`src/rtl/pipeline_hazard_ctrl_pkg.sv`:
```
// Shared types and constants for the pipeline hazard controller.
package pipeline_hazard_ctrl_pkg;

  localparam int unsigned REG_AW_DEFAULT = 5;

  // x0 is hardwired to zero, so a load into it never creates a hazard
  localparam logic [REG_AW_DEFAULT-1:0] REG_X0 = '0;

  // Instruction word equivalent of the bubble loaded into ID/EX (addi x0,x0,0)
  localparam logic [31:0] NOP_INSN = 32'h0000_0013;

  typedef enum logic [0:0] {
    RUN      = 1'b0,
    MEM_WAIT = 1'b1
  } state_e;

endpackage

```
`src/rtl/pipeline_hazard_ctrl_sat_counter.sv`:
```
// Saturating up-counter with synchronous clear.
//   clk_i, rst_i : clock, synchronous active-high reset
//   clr_i        : synchronous clear (has priority over inc_i)
//   inc_i        : add one unless already at all-ones
//   cnt_o        : current count
module sat_counter #(
  parameter int unsigned W = 8
) (
  input  logic         clk_i,
  input  logic         rst_i,
  input  logic         clr_i,
  input  logic         inc_i,
  output logic [W-1:0] cnt_o
);

  logic [W-1:0] cnt_q, cnt_d;

  // Next count: clear, saturating increment, or hold
  always_comb begin
    cnt_d = cnt_q;
    if (clr_i) begin
      cnt_d = '0;
    end else if (inc_i && (cnt_q != {W{1'b1}})) begin
      cnt_d = cnt_q + W'(1);
    end
  end

  always_ff @(posedge clk_i) begin
    if (rst_i) begin
      cnt_q <= '0;
    end else begin
      cnt_q <= cnt_d;
    end
  end

  assign cnt_o = cnt_q;

endmodule

```
`src/rtl/pipeline_hazard_ctrl.sv`:
```
// Stall/flush controller for the 5-stage pipeline: load-use stalls, taken-branch
// flushes, data-memory wait freezes, saturating perf counters and a wait watchdog.
//   clk_i, rst_i          : clock, synchronous active-high reset
//   id_rs1_i, id_rs2_i    : source registers of the instruction in ID
//   ex_memread_i, ex_rd_i : load flag and destination of the instruction in EX
//   branch_taken_i        : branch in ID resolved taken
//   mem_req_i, mem_ready_i: MEM-stage access pending / completing
//   pc_write_o, ifid_stall_o, ifid_flush_o, idex_bubble_o, pipe_freeze_o :
//                           same-cycle (Mealy) pipeline controls
//   mem_timeout_o         : sticky watchdog flag
//   stall_cnt_o, flush_cnt_o : saturating cycle counts of stall / flush
module pipeline_hazard_ctrl
  import pipeline_hazard_ctrl_pkg::*;
#(
  parameter int unsigned CNT_W    = 32,
  parameter int unsigned WAIT_MAX = 64,
  parameter int unsigned REG_AW   = REG_AW_DEFAULT
) (
  input  logic              clk_i,
  input  logic              rst_i,
  input  logic [REG_AW-1:0] id_rs1_i,
  input  logic [REG_AW-1:0] id_rs2_i,
  input  logic              ex_memread_i,
  input  logic [REG_AW-1:0] ex_rd_i,
  input  logic              branch_taken_i,
  input  logic              mem_req_i,
  input  logic              mem_ready_i,
  output logic              pc_write_o,
  output logic              ifid_stall_o,
  output logic              ifid_flush_o,
  output logic              idex_bubble_o,
  output logic              pipe_freeze_o,
  output logic              mem_timeout_o,
  output logic [CNT_W-1:0]  stall_cnt_o,
  output logic [CNT_W-1:0]  flush_cnt_o
);

  localparam int unsigned WAIT_CNT_W = $clog2(WAIT_MAX + 1);

  state_e                state_q, state_d;
  logic                  memwait;
  logic                  loaduse;
  logic                  waiting;
  logic                  timeout_q;
  logic [WAIT_CNT_W-1:0] wait_cnt;

  assign memwait = mem_req_i & ~mem_ready_i;
  assign loaduse = ex_memread_i & (ex_rd_i != REG_AW'(REG_X0)) &
                   ((ex_rd_i == id_rs1_i) | (ex_rd_i == id_rs2_i));

  // State register
  always_ff @(posedge clk_i) begin
    if (rst_i) begin
      state_q <= RUN;
    end else begin
      state_q <= state_d;
    end
  end

  // Next state and controls; freeze masks load-use and branch
  always_comb begin
    state_d       = state_q;
    waiting       = 1'b0;
    pc_write_o    = 1'b0;
    ifid_stall_o  = 1'b0;
    ifid_flush_o  = 1'b0;
    idex_bubble_o = 1'b0;
    pipe_freeze_o = 1'b0;
    if (rst_i) begin
      ifid_flush_o = 1'b1;
      state_d      = RUN;
    end else begin
      // Once waiting, only the ready strobe releases the freeze
      waiting = (state_q == MEM_WAIT) ? ~mem_ready_i : memwait;
      if (waiting) begin
        pipe_freeze_o = 1'b1;
        ifid_stall_o  = 1'b1;
        state_d       = MEM_WAIT;
      end else begin
        state_d = RUN;
        if (loaduse) begin
          // Any simultaneous taken branch is re-resolved next cycle
          ifid_stall_o  = 1'b1;
          idex_bubble_o = 1'b1;
        end else if (branch_taken_i) begin
          ifid_flush_o = 1'b1;
          pc_write_o   = 1'b1;
        end else begin
          pc_write_o = 1'b1;
        end
      end
    end
  end

  sat_counter #(.W(CNT_W)) u_stall_cnt (
    .clk_i (clk_i),
    .rst_i (rst_i),
    .clr_i (1'b0),
    .inc_i (ifid_stall_o),
    .cnt_o (stall_cnt_o)
  );

  sat_counter #(.W(CNT_W)) u_flush_cnt (
    .clk_i (clk_i),
    .rst_i (rst_i),
    .clr_i (1'b0),
    .inc_i (ifid_flush_o),
    .cnt_o (flush_cnt_o)
  );

  // Consecutive frozen cycles; restarts whenever the freeze drops
  sat_counter #(.W(WAIT_CNT_W)) u_wait_cnt (
    .clk_i (clk_i),
    .rst_i (rst_i),
    .clr_i (~pipe_freeze_o),
    .inc_i (pipe_freeze_o),
    .cnt_o (wait_cnt)
  );

  // Flag sets on the edge that brings the wait count to WAIT_MAX
  always_ff @(posedge clk_i) begin
    if (rst_i) begin
      timeout_q <= 1'b0;
    end else if (pipe_freeze_o && (wait_cnt >= WAIT_CNT_W'(WAIT_MAX - 1))) begin
      timeout_q <= 1'b1;
    end
  end

  assign mem_timeout_o = timeout_q;

endmodule

```
`config.mk`:
```
export PLATFORM = sky130hd
export DESIGN_NAME = pipeline_hazard_ctrl
export DESIGN_NICKNAME = d
export VERILOG_FILES = /design/src/rtl/pipeline_hazard_ctrl_pkg.sv /design/src/rtl/pipeline_hazard_ctrl_sat_counter.sv /design/src/rtl/pipeline_hazard_ctrl.sv
export SDC_FILE = /design/constraint.sdc
export NUM_CORES = 1
export LEC_CHECK = 0
export BUFFER_PORTS_ARGS = -buffer_cell sky130_fd_sc_hd__buf_2
export CAP_MARGIN = 20
export CORE_MARGIN = 2
export CORE_UTILIZATION = 40
export DETAILED_ROUTE_END_ITERATION = 7
export PLACE_DENSITY = 0.75
export SLEW_MARGIN = 20
export SYNTH_ARGS = -nofsm -noshare
export SYNTH_HDL_FRONTEND = slang
export SYNTH_HIERARCHICAL = 1
export SYNTH_SLANG_ARGS = --single-unit
export TNS_END_PERCENT = 5
```
`constraint.sdc`:
```
create_clock -name clk_i -period 3.8 [get_ports clk_i]
set_input_delay 1.14 -clock clk_i [delete_from_list [all_inputs] [get_ports clk_i]]
set_output_delay 1.14 -clock clk_i [all_outputs]
set_load 0.005 [all_outputs]
```
# Yosys cells after proc, flatten, opt, wreduce, memory -nomap -nowiden
# Index checks and enable logic that the tools add are counted.
# op_classes
add_sub_neg	3
multipliers	0
div_mod_pow	0
magnitude_cmp	1
n_eq_ne	5
n_shift	0
muxes	15
bitwise_logic	6
reduce_logical	6
# ops
op	n
adder 32 x 1 -> 32 bit, second input constant	2
inequality test 32 bit, second input constant	2
2-to-1 mux 1 bit	15
== test 5 bit	2
adder 7 x 1 -> 7 bit, second input constant	1
>= comparator 7 x 6 -> 1 bit, second input constant	1
inequality test 7 bit, second input constant	1
nonzero test 5 bit	1
logical AND 1 bit	4
AND 1 bit	3
inverter 1 bit	2
OR reduction 2 bit	1
OR 1 bit	1
# word_totals
ff_bits	73
latch_bits	0
mem_bits_rw	0
mem_bits_ro	0
word_cells	41
memories	0

# Longest topological paths before layout
# Gate-level depths: netlist of run 1.
# depth
word_depth	7
depth_mapped	10
depth_no_buf	9

# By module
# The synthesis of run 1 kept the hierarchy.
# modules_own_cells
module	n_inst	cells_each	area_per_inst_um2	seq_area_each_um2
sat_counter (u_flush_cnt ...)	2	198	1620.3	640.6
sat_counter (u_wait_cnt)	1	36	341.6	140.1
pipeline_hazard_ctrl	1	36	272.8	40.0

# Worst setup path after synthesis of run 1
# OpenSTA, ideal clock, no wires.
# synth_timing
kind	input to register
start	input port ex_rd_i[4]
end	register u_stall_cnt.cnt_q[26] (netlist: u_stall_cnt/cnt_o[26])
arrival_ps	3676
t_required_ps	3730
slack_ps	54
path_stages	9
n_path_buf	0
cell_sequence	xnor2_1 nand3_1 o22a_1 o31ai_1 nand4_1 or4_4 or4_4 or3_1 a21oi_1
# synth_between
elab_chain_len	7
# synth_rtl
element	line_no	rtl
start: declaration	pipeline_hazard_ctrl.sv:24	input logic [REG_AW-1:0] ex_rd_i,
== test 5 bit / nonzero test 5 bit (equally long branches)	pipeline_hazard_ctrl.sv:49, pipeline_hazard_ctrl.sv:48	
OR 1 bit / AND 1 bit (equally long branches)	pipeline_hazard_ctrl.sv:49, pipeline_hazard_ctrl.sv:48	
AND 1 bit *	pipeline_hazard_ctrl.sv:48	assign loaduse = ex_memread_i & (ex_rd_i != REG_AW'(REG_X0)) &
2-to-1 mux 1 bit *	pipeline_hazard_ctrl.sv:81	if (loaduse) begin
2-to-1 mux 1 bit *	pipeline_hazard_ctrl.sv:75	if (waiting) begin
2-to-1 mux 1 bit *	pipeline_hazard_ctrl.sv:69	if (rst_i) begin
named net ifid_stall_o	pipeline_hazard_ctrl.sv:29	output logic ifid_stall_o,
logical AND 1 bit *	pipeline_hazard_ctrl_sat_counter.sv:23	end else if (inc_i && (cnt_q != {W{1'b1}})) begin
end signal: assignment	pipeline_hazard_ctrl_sat_counter.sv:32	cnt_q <= cnt_d;
end: declaration	pipeline_hazard_ctrl_sat_counter.sv:16	logic [W-1:0] cnt_q, cnt_d;
# The timed path passes the listed nets; every way through them passes the cells marked *.
# A chain may end at the register's enable or synchronous reset.

# Final worst setup path of run 1
# layout_timing
start	input port ex_rd_i[1]
end	output port ifid_stall_o
# layout_between
elab_chain_len	6
# layout_rtl
element	line_no
== test 5 bit / nonzero test 5 bit (equally long branches)	pipeline_hazard_ctrl.sv:49, pipeline_hazard_ctrl.sv:48
OR 1 bit / AND 1 bit (equally long branches)	pipeline_hazard_ctrl.sv:49, pipeline_hazard_ctrl.sv:48
AND 1 bit *	pipeline_hazard_ctrl.sv:48
2-to-1 mux 1 bit *	pipeline_hazard_ctrl.sv:81
2-to-1 mux 1 bit *	pipeline_hazard_ctrl.sv:75
2-to-1 mux 1 bit *	pipeline_hazard_ctrl.sv:69
end: declaration	pipeline_hazard_ctrl.sv:29
# Mark *: on every way between the ends. The rest lies on a longest branch, timed or not.

==> results of run 1 <==
[worst max path at each step]
stage / startpoint / to / slack [ns] / cells past startpoint
6_report: ex_rd_i[1] / ifid_stall_o / 0.11 / 8
5_1_grt: ex_rd_i[1] / ifid_stall_o / 0.03 / 8
4_1_cts: ex_rd_i[1] / ifid_stall_o / 0.10 / 8
3_5_place_dp: ex_rd_i[1] / u_flush_cnt/cnt_o[30] / 0.02 / 10
3_3_place_gp: ex_rd_i[1] / u_flush_cnt/cnt_o[30] / 0.06 / 10
2_1_floorplan: ex_rd_i[4] / u_stall_cnt/cnt_o[26] / 0.05 / 9
[sequential cells by signal, indices dropped and copies added (netlist names)]
name               flops
u_wait_cnt/cnt_o       7
state_q                1
mem_timeout_o          1
u_stall_cnt/cnt_o     32
u_flush_cnt/cnt_o     32
[final cells by class]
class | instances | area share [%]
Clock inverter | 6 | 1.92
Sequential cell | 73 | 31.1
Multi-Input combinational cell | 370 | 48.7
Clock buffer | 10 | 2.93
Timing Repair Buffer | 100 | 11.2
Inverter | 10 | 0.798
Tap cell | 129 | 3.43
[cell usage in the layout, fill, tap and decap left out, drive strengths merged, types with 3 or more instances in the layout]
cell / instances
dfxtp: 73
o41ai: 3
nand2: 44
a41o: 6
or2: 4
or4: 13
xnor2: 20
o211ai: 6
and4: 4
o31ai: 7
o311ai: 7
nor4: 8
nand4: 20
o21ai: 35
conb: 4
clkbuf: 10
or3: 33
buf: 100
nor2: 35
inv: 11
xor2: 4
a21oi: 33
a211oi: 5
ha: 3
nand3: 28
nor3: 11
a31oi: 11
and3: 6
[per-stage QoR]
step           hold WS (ns)  total power, W  instances  setup slack (ns)
3_5_place_dp          0.463        0.000868        682            0.0229
5_1_grt               0.525         0.00161        698            0.0258
4_1_cts               0.492         0.00156        698             0.101
6_report              0.490         0.00154        698             0.108
3_3_place_gp          0.469        0.000866        682            0.0608
2_1_floorplan         0.465        0.000833        471            0.0536
[power by group through the flow]
stage / clock [W] / sequential, W / combinational (W)
after floorplan: 0 / 0.000787 / 0.0000466
after global placement: 0 / 0.000787 / 0.0000788
after detailed placement: 0 / 0.000787 / 0.0000806
after CTS: 0.000709 / 0.000769 / 0.0000808
after global routing: 0.000746 / 0.000769 / 0.0000897
final: 0.000691 / 0.000769 / 0.0000809
[cell families (layout without fill, tap and decap cells)]
group | after synthesis | in the layout | synth area share (%)
and+or+nand+nor | 209 | 209 | 30.2
adders and majority gates | 3 | 3 | 0.974
buffers and inverters | 28 | 126 | 2.99
muxes | 2 | 2 | 0.519
other | 1 | 4 | 0.0973
DFF | 73 | 73 | 37.9
AOI/OAI and AO/OA | 128 | 128 | 21.9
xor gates and xnor gates | 24 | 24 | 5.45
[metal layers]
| metal | up-vias | global-route usage, % | routed length (um) |
|---|---|---|---|
| met2 | 106 | 29.1 | 4350 |
| met4 | 0 | 6.05 | 104 |
| li1 | 1983 | - | - |
| met5 | - | 0 | 0 |
| met1 | 1828 | 27.1 | 4670 |
| met3 | 8 | 3.21 | 438 |
==> metrics.txt, run 1 <==
status=complete, no violations; worst path bufs/invs=5; max_slew headroom=37.4%; share of cells above drive strength 1=between 20% and 30%; deepest clock path buffer count=2; core area=~0.0093 mm2; LEAKAGE=about 1.7 nW; post-synth cell types=51; ANT cells=0; PostCTS Resize Cnt=0; slowest cell delay on critical path=approximately 0.53 ns; fill cell count=~900; synth cell count leaders=dfxtp_1 (73), nand2_1 (44), nor2_1 (35); Die Area=between 0.01 and 0.015 mm2; hold path depth=1; Critical Path Start Type=input pin; period utilisation layout=between 90% and 100%; P&R area growth vs syn=22.0%; largest area contributor in the netlist=dfxtp_1; CP top delay family=buffers and inverters; post-CTS setup buffer count=0; worst r2r src=u_flush_cnt/cnt_o[24]; WP data required=approximately 2.7 ns; Crit Reg-Reg Endpoint=u_flush_cnt/cnt_o[0]; CTS root buf=clkbuf_8; crit path max fanout=6; height of the die=roughly 100 um; DRT iter0 DRCs=approximately 170; Critical Path AT=approximately 2.6 ns; vias in the first global route=3,460; Die Wd=between 100 and 150 um; hold bufs inserted after CTS=0; net switching power=0.000351 W; main flop type after synthesis=dfxtp_1; global placement routability congestion=a little under 0.9; Tot GR Track Use=a little under a fifth; PD cells=approximately 330 mW/mm2; sequential share of the synthesized area=a little under two fifths; top cells by area, synth=dfxtp_1 (38%), or3_1 (4.9%), xnor2_1 (4.5%); initial antenna violation count=0; worst reg2reg path depth=6; Mapped Cells=468; wire per inst=roughly 14 um; Antenna Violating Nets Remaining=0; Synth async-reset ratio=0%; Combinational Power Share=under 10%; count leader, synth=dfxtp_1; final setup vio count=0; Port Buffer Count=90; Syn. warnings=6; cell area after synthesis=between 0.003 and 0.004 mm2; Ports=~90; VDD IR max=~0.22 mV; crit path time final=~3.7 ns; Hold Crit Start=mem_timeout_o; drt total wl=roughly 9600 um; num rows=35; Power Internal=0.00119 W; CP endpoint kind=primary output; CP cell instances=buf_2 -> or4_1 -> o21ai_2 -> buf_4 -> o31ai_1 -> buf_4 -> buf_4 -> buf_2; Clock Sinks=between 70 and 80; Fin. Hold Viols=0; worst min-delay path class=register to register; post-DR vias/cell=roughly 5.6; #FFs+latches synth=73; H-tree depth=3; crit path kind=input pin to primary output; switching share of power=a little under a quarter; finished layout cell area=0.00470 mm2; Detailed Routing Iterations Pass 1=5; CP dominant cell by count=buf_4; Max Freq=between 200 and 300 MHz; Final Max Slew Viols=0; register area=~0.0015 mm2; Worst Skew=roughly 0.013 ns; via count=3,925; Mapped Avg Cell Area=slightly above 8 um2; fin util=50.7%; worst slew pin tran=about 0.93 ns; TritonCTS buffer count=9; CTS tree=done; dpl hpwl=roughly 7000 um; unrepaired setup endpoints after global routing=false; multi-input logic area=approximately 0.0023 mm2; # Max-Cap Violations=0; Placed Area=0.00448 mm2; CP max stage cell=or4_1; area share of the largest cell type after synthesis=between 30% and 40%; Hold Path Sink=mem_timeout_o; DRC=0; first-pass GRT wire length=between 15,000 and 20,000 um; remaining global-route overflow=0; Setup TNS=0 ns; Initial Utilization=around 42%; R2R Setup Slk=about 1 ns; clock-pin slew on the worst setup and hold paths=0.08 ns; clock share of power=44.8%; later-pin clock latency in the skew report=between 0.3 and 0.4 ns; sequential share of power=about half; largest net degree at the start of global routing=31; Final nets=just under 600; Post-synth EDFFs=0
Note: power is estimated with default switching activity, not from simulation.
==> run 2: changes to the inputs <==
--- a/config.mk
+++ b/config.mk
@@ -10,5 +10,5 @@
 export CORE_MARGIN = 2
-export CORE_UTILIZATION = 40
+export CORE_UTILIZATION = 49
 export DETAILED_ROUTE_END_ITERATION = 7
-export PLACE_DENSITY = 0.75
+export PLACE_DENSITY = 0.87
 export SLEW_MARGIN = 20
==> constraint.sdc (replaced) <==
create_clock -name clk_i -period 3.8 [get_ports clk_i]
set_input_delay 0.76 -clock clk_i [delete_from_list [all_inputs] [get_ports clk_i]]
set_output_delay 0.76 -clock clk_i [all_outputs]
set_load 0.005 [all_outputs]
==> metrics.txt, run 2 (same netlist as run 1, synthesis figures left out) <==
vias in the first global route=3,741 (+8.1%); worst slack, placed=0.259 ns (+0.236 ns); finished layout cell area=0.00464 mm2 (-1.4%); CTS tree=done; Max Freq=314 MHz (+16%); clock-pin slew on the worst setup and hold paths=0.08 ns (about the same); num rows=32 (-8.6%); VDD IR max=0.230 mV (+5.0%); Clock Sinks=73 (unchanged); unrepaired setup endpoints after global routing=false; height of the die=92.7 um (-9.3%); worst min-delay path class=register to register; CTS root buf=clkbuf_8; max_slew headroom=47.1% (+9.7 points); R2R Setup Slk=1.15 ns (+0.14 ns); crit path time final=3.18 ns (-0.507 ns); post-DR vias/cell=6.14 (+9.3%); dpl hpwl=7510 um (+6.8%); LEAKAGE=1.72 nW (-1.5%); PostCTS Resize Cnt=0 (unchanged); drt total wl=10,300 um (+7.4%); DRT iter0 DRCs=287 (+70%); Critical Path AT=3.46 ns (+0.91 ns); fin worst setup slack=0.615 ns (+0.507 ns); WP data required=4.07 ns (+1.41 ns); Worst Skew=0.0159 ns (+0.00247 ns); Ports=91 (unchanged); CP endpoint kind=register; Worst Setup SP=ex_rd_i[1]; hold bufs inserted after CTS=0 (unchanged); worst slew pin tran=0.791 ns (-0.141 ns); period utilisation layout=83.8% (-13 points); Hold Path Sink=mem_timeout_o; remaining global-route overflow=0 (unchanged); global placement routability congestion=0.968 (+8.5%); Antenna Violating Nets Remaining=0 (unchanged); Die Wd=92.7 um (-9.3%); Placed Area=0.00440 mm2 (-1.6%); later-pin clock latency in the skew report=0.35 ns (about the same); worst r2r src=u_stall_cnt/cnt_o[25]; wire per inst=15.5 um (+13%); crit path kind=input pin to register; P&R area growth vs syn=20.3%; hold path depth=1 (unchanged); Final Max Slew Viols=0 (unchanged); Final nets=581 (-1.2%); Detailed Routing Iterations Pass 1=5 (unchanged); most frequent cells in the layout=buf_2 (90), dfxtp_1 (73), nand2_1 (44); initial antenna violation count=0 (unchanged); Fin. Hold Viols=0 (unchanged); DRC=0 (unchanged); first-pass GRT wire length=17,000 um (+4.7%); via count=4,080 (+3.9%); Initial Utilization=50.1% (+8.6 points); WHS=0.492 ns (+0.00180 ns); # Max-Cap Violations=0 (unchanged); post-CTS setup buffer count=0 (unchanged); ANT cells=0 (unchanged); final setup vio count=0 (unchanged); H-tree depth=3 (unchanged); worst reg2reg path depth=5 (-1); crit path max fanout=11 (+5); deepest clock path buffer count=2 (unchanged); Port Buffer Count=90 (unchanged); PD cells=332 mW/mm2 (+1.5%); Die Area=0.00859 mm2 (-18%); commonest non-fill, non-tap cell in the layout=buf_2; Tot GR Track Use=24.0% (+5.1 points); TritonCTS buffer count=9 (unchanged); Critical Path Start Type=input pin; Hold Crit Start=mem_timeout_o; Setup TNS=0 ns (unchanged); core area=0.00769 mm2 (-17%); status=complete, no violations; share of cells above drive strength 1=23.8% (-0.41 points); largest net degree at the start of global routing=31 (unchanged); Crit Reg-Reg Endpoint=u_stall_cnt/cnt_o[31]
## run 2: cell count changes in the layout (fill, tap and decap cells not counted), sizes merged
cell,delta
buf,-7
clkinv,+2
clkinvlp,-1
inv,-1
## run 2: stage by stage
stage / util [%] / power [W] / std cells
6_report: 60.3 / 0.00154 / 664
5_1_grt: 60.3 / 0.00160 / 664
3_5_place_dp: 57.3 / 0.000867 / 648
2_1_floorplan: - / 0.000833 / 471
4_1_cts: 60.2 / 0.00155 / 664
3_3_place_gp: 57.1 / 0.000864 / 648
## run 2: worst max path at each step
stage                                        to  cells past startpoint
final                     u_flush_cnt/cnt_o[23]                     11
after global routing      u_flush_cnt/cnt_o[23]                     11
after CTS                 u_flush_cnt/cnt_o[23]                     11
after detailed placement  u_flush_cnt/cnt_o[23]                     11
after global placement    u_flush_cnt/cnt_o[31]                     11
after floorplan           u_stall_cnt/cnt_o[26]                      9
## run 2: layout make-up
type                       instances  area, um2
fill                             688       3050
tap                              102        128
multi-input combinational        370       2310
timing repair buffer              93        473
clock inverter                     6       91.3
clock buffer                      10        138
sequential                        73       1460
inverter                          10       37.5
## run 2: worst max-delay path, cell delays in order
cell and delay, ns:
buf_2 0.12, or4_1 0.54, o21ai_2 0.22, a31oi_1 0.11, o21ai_0 0.14, buf_4 0.21, nand4_1 0.21, nor3_1 0.25
o311ai_2 0.29, or3_1 0.43, a21oi_1 0.16
## run 2: power by group
part           switching [W]  internal, W
clock network       0.000302     0.000390
logic              0.0000492    0.0000314
registers         0.00000280     0.000766
total               0.000354      0.00119
## run 2: per-layer routing
metal  vias up  wire, um  GRT usage (%)
li1       1965         -              -
met3        14       566           4.80
met1      1947      4560           30.1
met5         -         0              0
met2       154      4990           40.8
met4         0       153           9.31
==> run 3: changes to the inputs <==
Clock period 3.8 ns to 2.9 ns, I/O delays scaled along.
==> metrics.txt, run 3 (same netlist as run 1, synthesis figures left out) <==
Final Max Slew Viols=0 (unchanged); Max Freq=between 300 and 400 MHz; Clock Sinks=73 (unchanged); core area=0.00769 mm2 (unchanged); CTS tree=done; fill cell count=667 (-3.1%); Detailed Routing Iterations Pass 1=5 (unchanged); final setup vio count=0 (unchanged); worst slack, placed=-0.244 ns (-0.504 ns); later-pin clock latency in the skew report=0.34 ns (about the same); period utilisation layout=96.3%; largest net degree at the start of global routing=31 (unchanged); LEAKAGE=1.83 nW (+6.7%); unrepaired setup endpoints after global routing=false; vias in the first global route=3,812 (+1.9%); WP data required=3.17 ns (-0.90 ns); fin worst setup slack=0.107 ns (-0.508 ns); Port Buffer Count=90 (unchanged); Final nets=607 (+4.5%); share of cells above drive strength 1=27.0% (+3.2 points); net switching power=0.000445 W (+26%); Tot GR Track Use=23.7% (-0.33 points); global placement routability congestion=0.863 (-11%); post-DR vias/cell=6.09 (-0.94%); Initial Utilization=50.1% (unchanged); height of the die=92.7 um (unchanged); first-pass GRT wire length=17,000 um (about the same); remaining global-route overflow=0 (unchanged); CTS root buf=clkbuf_8; deepest clock path buffer count=2 (unchanged); Antenna Violating Nets Remaining=0 (unchanged); clock-pin slew on the worst setup and hold paths=0.07 ns (about the same); Die Area=0.00859 mm2 (unchanged); commonest non-fill, non-tap cell in the layout=buf_2; drt total wl=10,200 um (-0.32%); sequential share of power=49.6% (-0.3 points); # Max-Cap Violations=0 (unchanged); Fin. Hold Viols=0 (unchanged); Critical Path Start Type=input pin; ANT cells=0 (unchanged); via count=4,200 (+2.9%); Design Power=0.00203 W (+32%); crit path time final=~2.8 ns; H-tree depth=3 (unchanged); initial antenna violation count=0 (unchanged); Die Wd=92.7 um (unchanged); TritonCTS buffer count=9 (unchanged); crit path kind=input pin to register; CP endpoint kind=register; Ports=91 (unchanged); crit path max fanout=10 (-1); Power Internal=0.00159 W (+34%); slowest cell delay on critical path=0.53 ns (about the same); DRC=0 (unchanged); worst min-delay path class=register to register; max_slew headroom=42.7% (-4.3 points); Worst Skew=0.00866 ns (-0.00725 ns); switching share of power=21.9% (-1.1 points); CP max stage cell=or4_1; wire per inst=14.8 um (-4.1%); hold bufs inserted after CTS=0 (unchanged); DRT iter0 DRCs=272 (-5.2%); CP cell instances=buf_2 -> or4_1 -> o21ai_2 -> a31oi_1 -> o21ai_2 -> buf_4 -> nand4_1 -> nor3_1 -> o311ai_1 -> buf_4 -> or3_1 -> a21oi_1; VDD IR max=0.278 mV (+21%); worst slew pin tran=0.856 ns (+0.0645 ns); status=complete, no violations; Critical Path AT=3.06 ns (-0.40 ns); num rows=32 (unchanged); P&R area growth vs syn=25.5%; Combinational Power Share=5.8% (+0.6 points); clock share of power=44.6% (-0.3 points); dpl hpwl=7420 um (-1.2%); PD cells=420 mW/mm2 (+26%); most frequent cells in the layout=buf_2 (90), dfxtp_1 (73), nand2_1 (44)
## run 3: critical path, delay by kind of cell
family	cells	cell delay [ns]
and+or+nand+nor	4	1.34
AOI/OAI and AO/OA	5	0.68
buffers and inverters	3	0.47
## run 3: final timing paths
path	startpoint	to	slack [ns]	cells after the start
max	ex_rd_i[1]	u_flush_cnt/cnt_o[31]	0.11	12
min	mem_timeout_o	mem_timeout_o	0.48	1
max reg2reg	state_q	u_flush_cnt/cnt_o[31]	0.50	11
min reg2reg	mem_timeout_o	mem_timeout_o	0.48	1
## run 3: repair_timing
item | CTS | global route
setup endpoints to repair | 0 | 3
gates resized for setup | 0 | 2
hold endpoints to repair | 0 | 0
setup buffers | 0 | 0
## run 3: per-stage QoR
step	cell area (um2)	util [%]	setup TNS (ns)	cells	hold WS [ns]
after global placement	4590	59.7	-0.882	674	0.466
final	4840	62.9	0	690	0.483
after floorplan	3870	-	-0.506	471	0.465
after global routing	4840	62.9	0	690	0.519
after detailed placement	4590	59.7	-3.36	674	0.469
after CTS	4820	62.7	0	690	0.486
## run 3: cell type report
cell class,instances,area [um2],share of cell area (%)
multi-input cells,370,2310,47.8
well taps,102,128,2.64
clock buffers,12,155,3.21
flip-flops and latches,73,1460,30.2
inverters,10,37.5,0.776
clock inverters,4,75.1,1.55
repair buffers,119,668,13.8
## run 3: metal layers
layer  GRT usage (%)  share of wire (%)  vias to the layer above
met4            8.82                1.1                        0
met5               0                  0                        -
li1                -                  -                     2018
met1            29.6                 43                     2018
met3            4.64                5.4                       10
met2            40.6                 50                      154
## run 3: power groups by stage
stage	clock network, W	registers, W	logic (W)
after floorplan	0	0.00103	0.0000627
after global placement	0	0.00103	0.000110
after detailed placement	0	0.00103	0.000115
after CTS	0.000919	0.00101	0.000115
after global routing	0.000976	0.00101	0.000130
final	0.000906	0.00101	0.000118
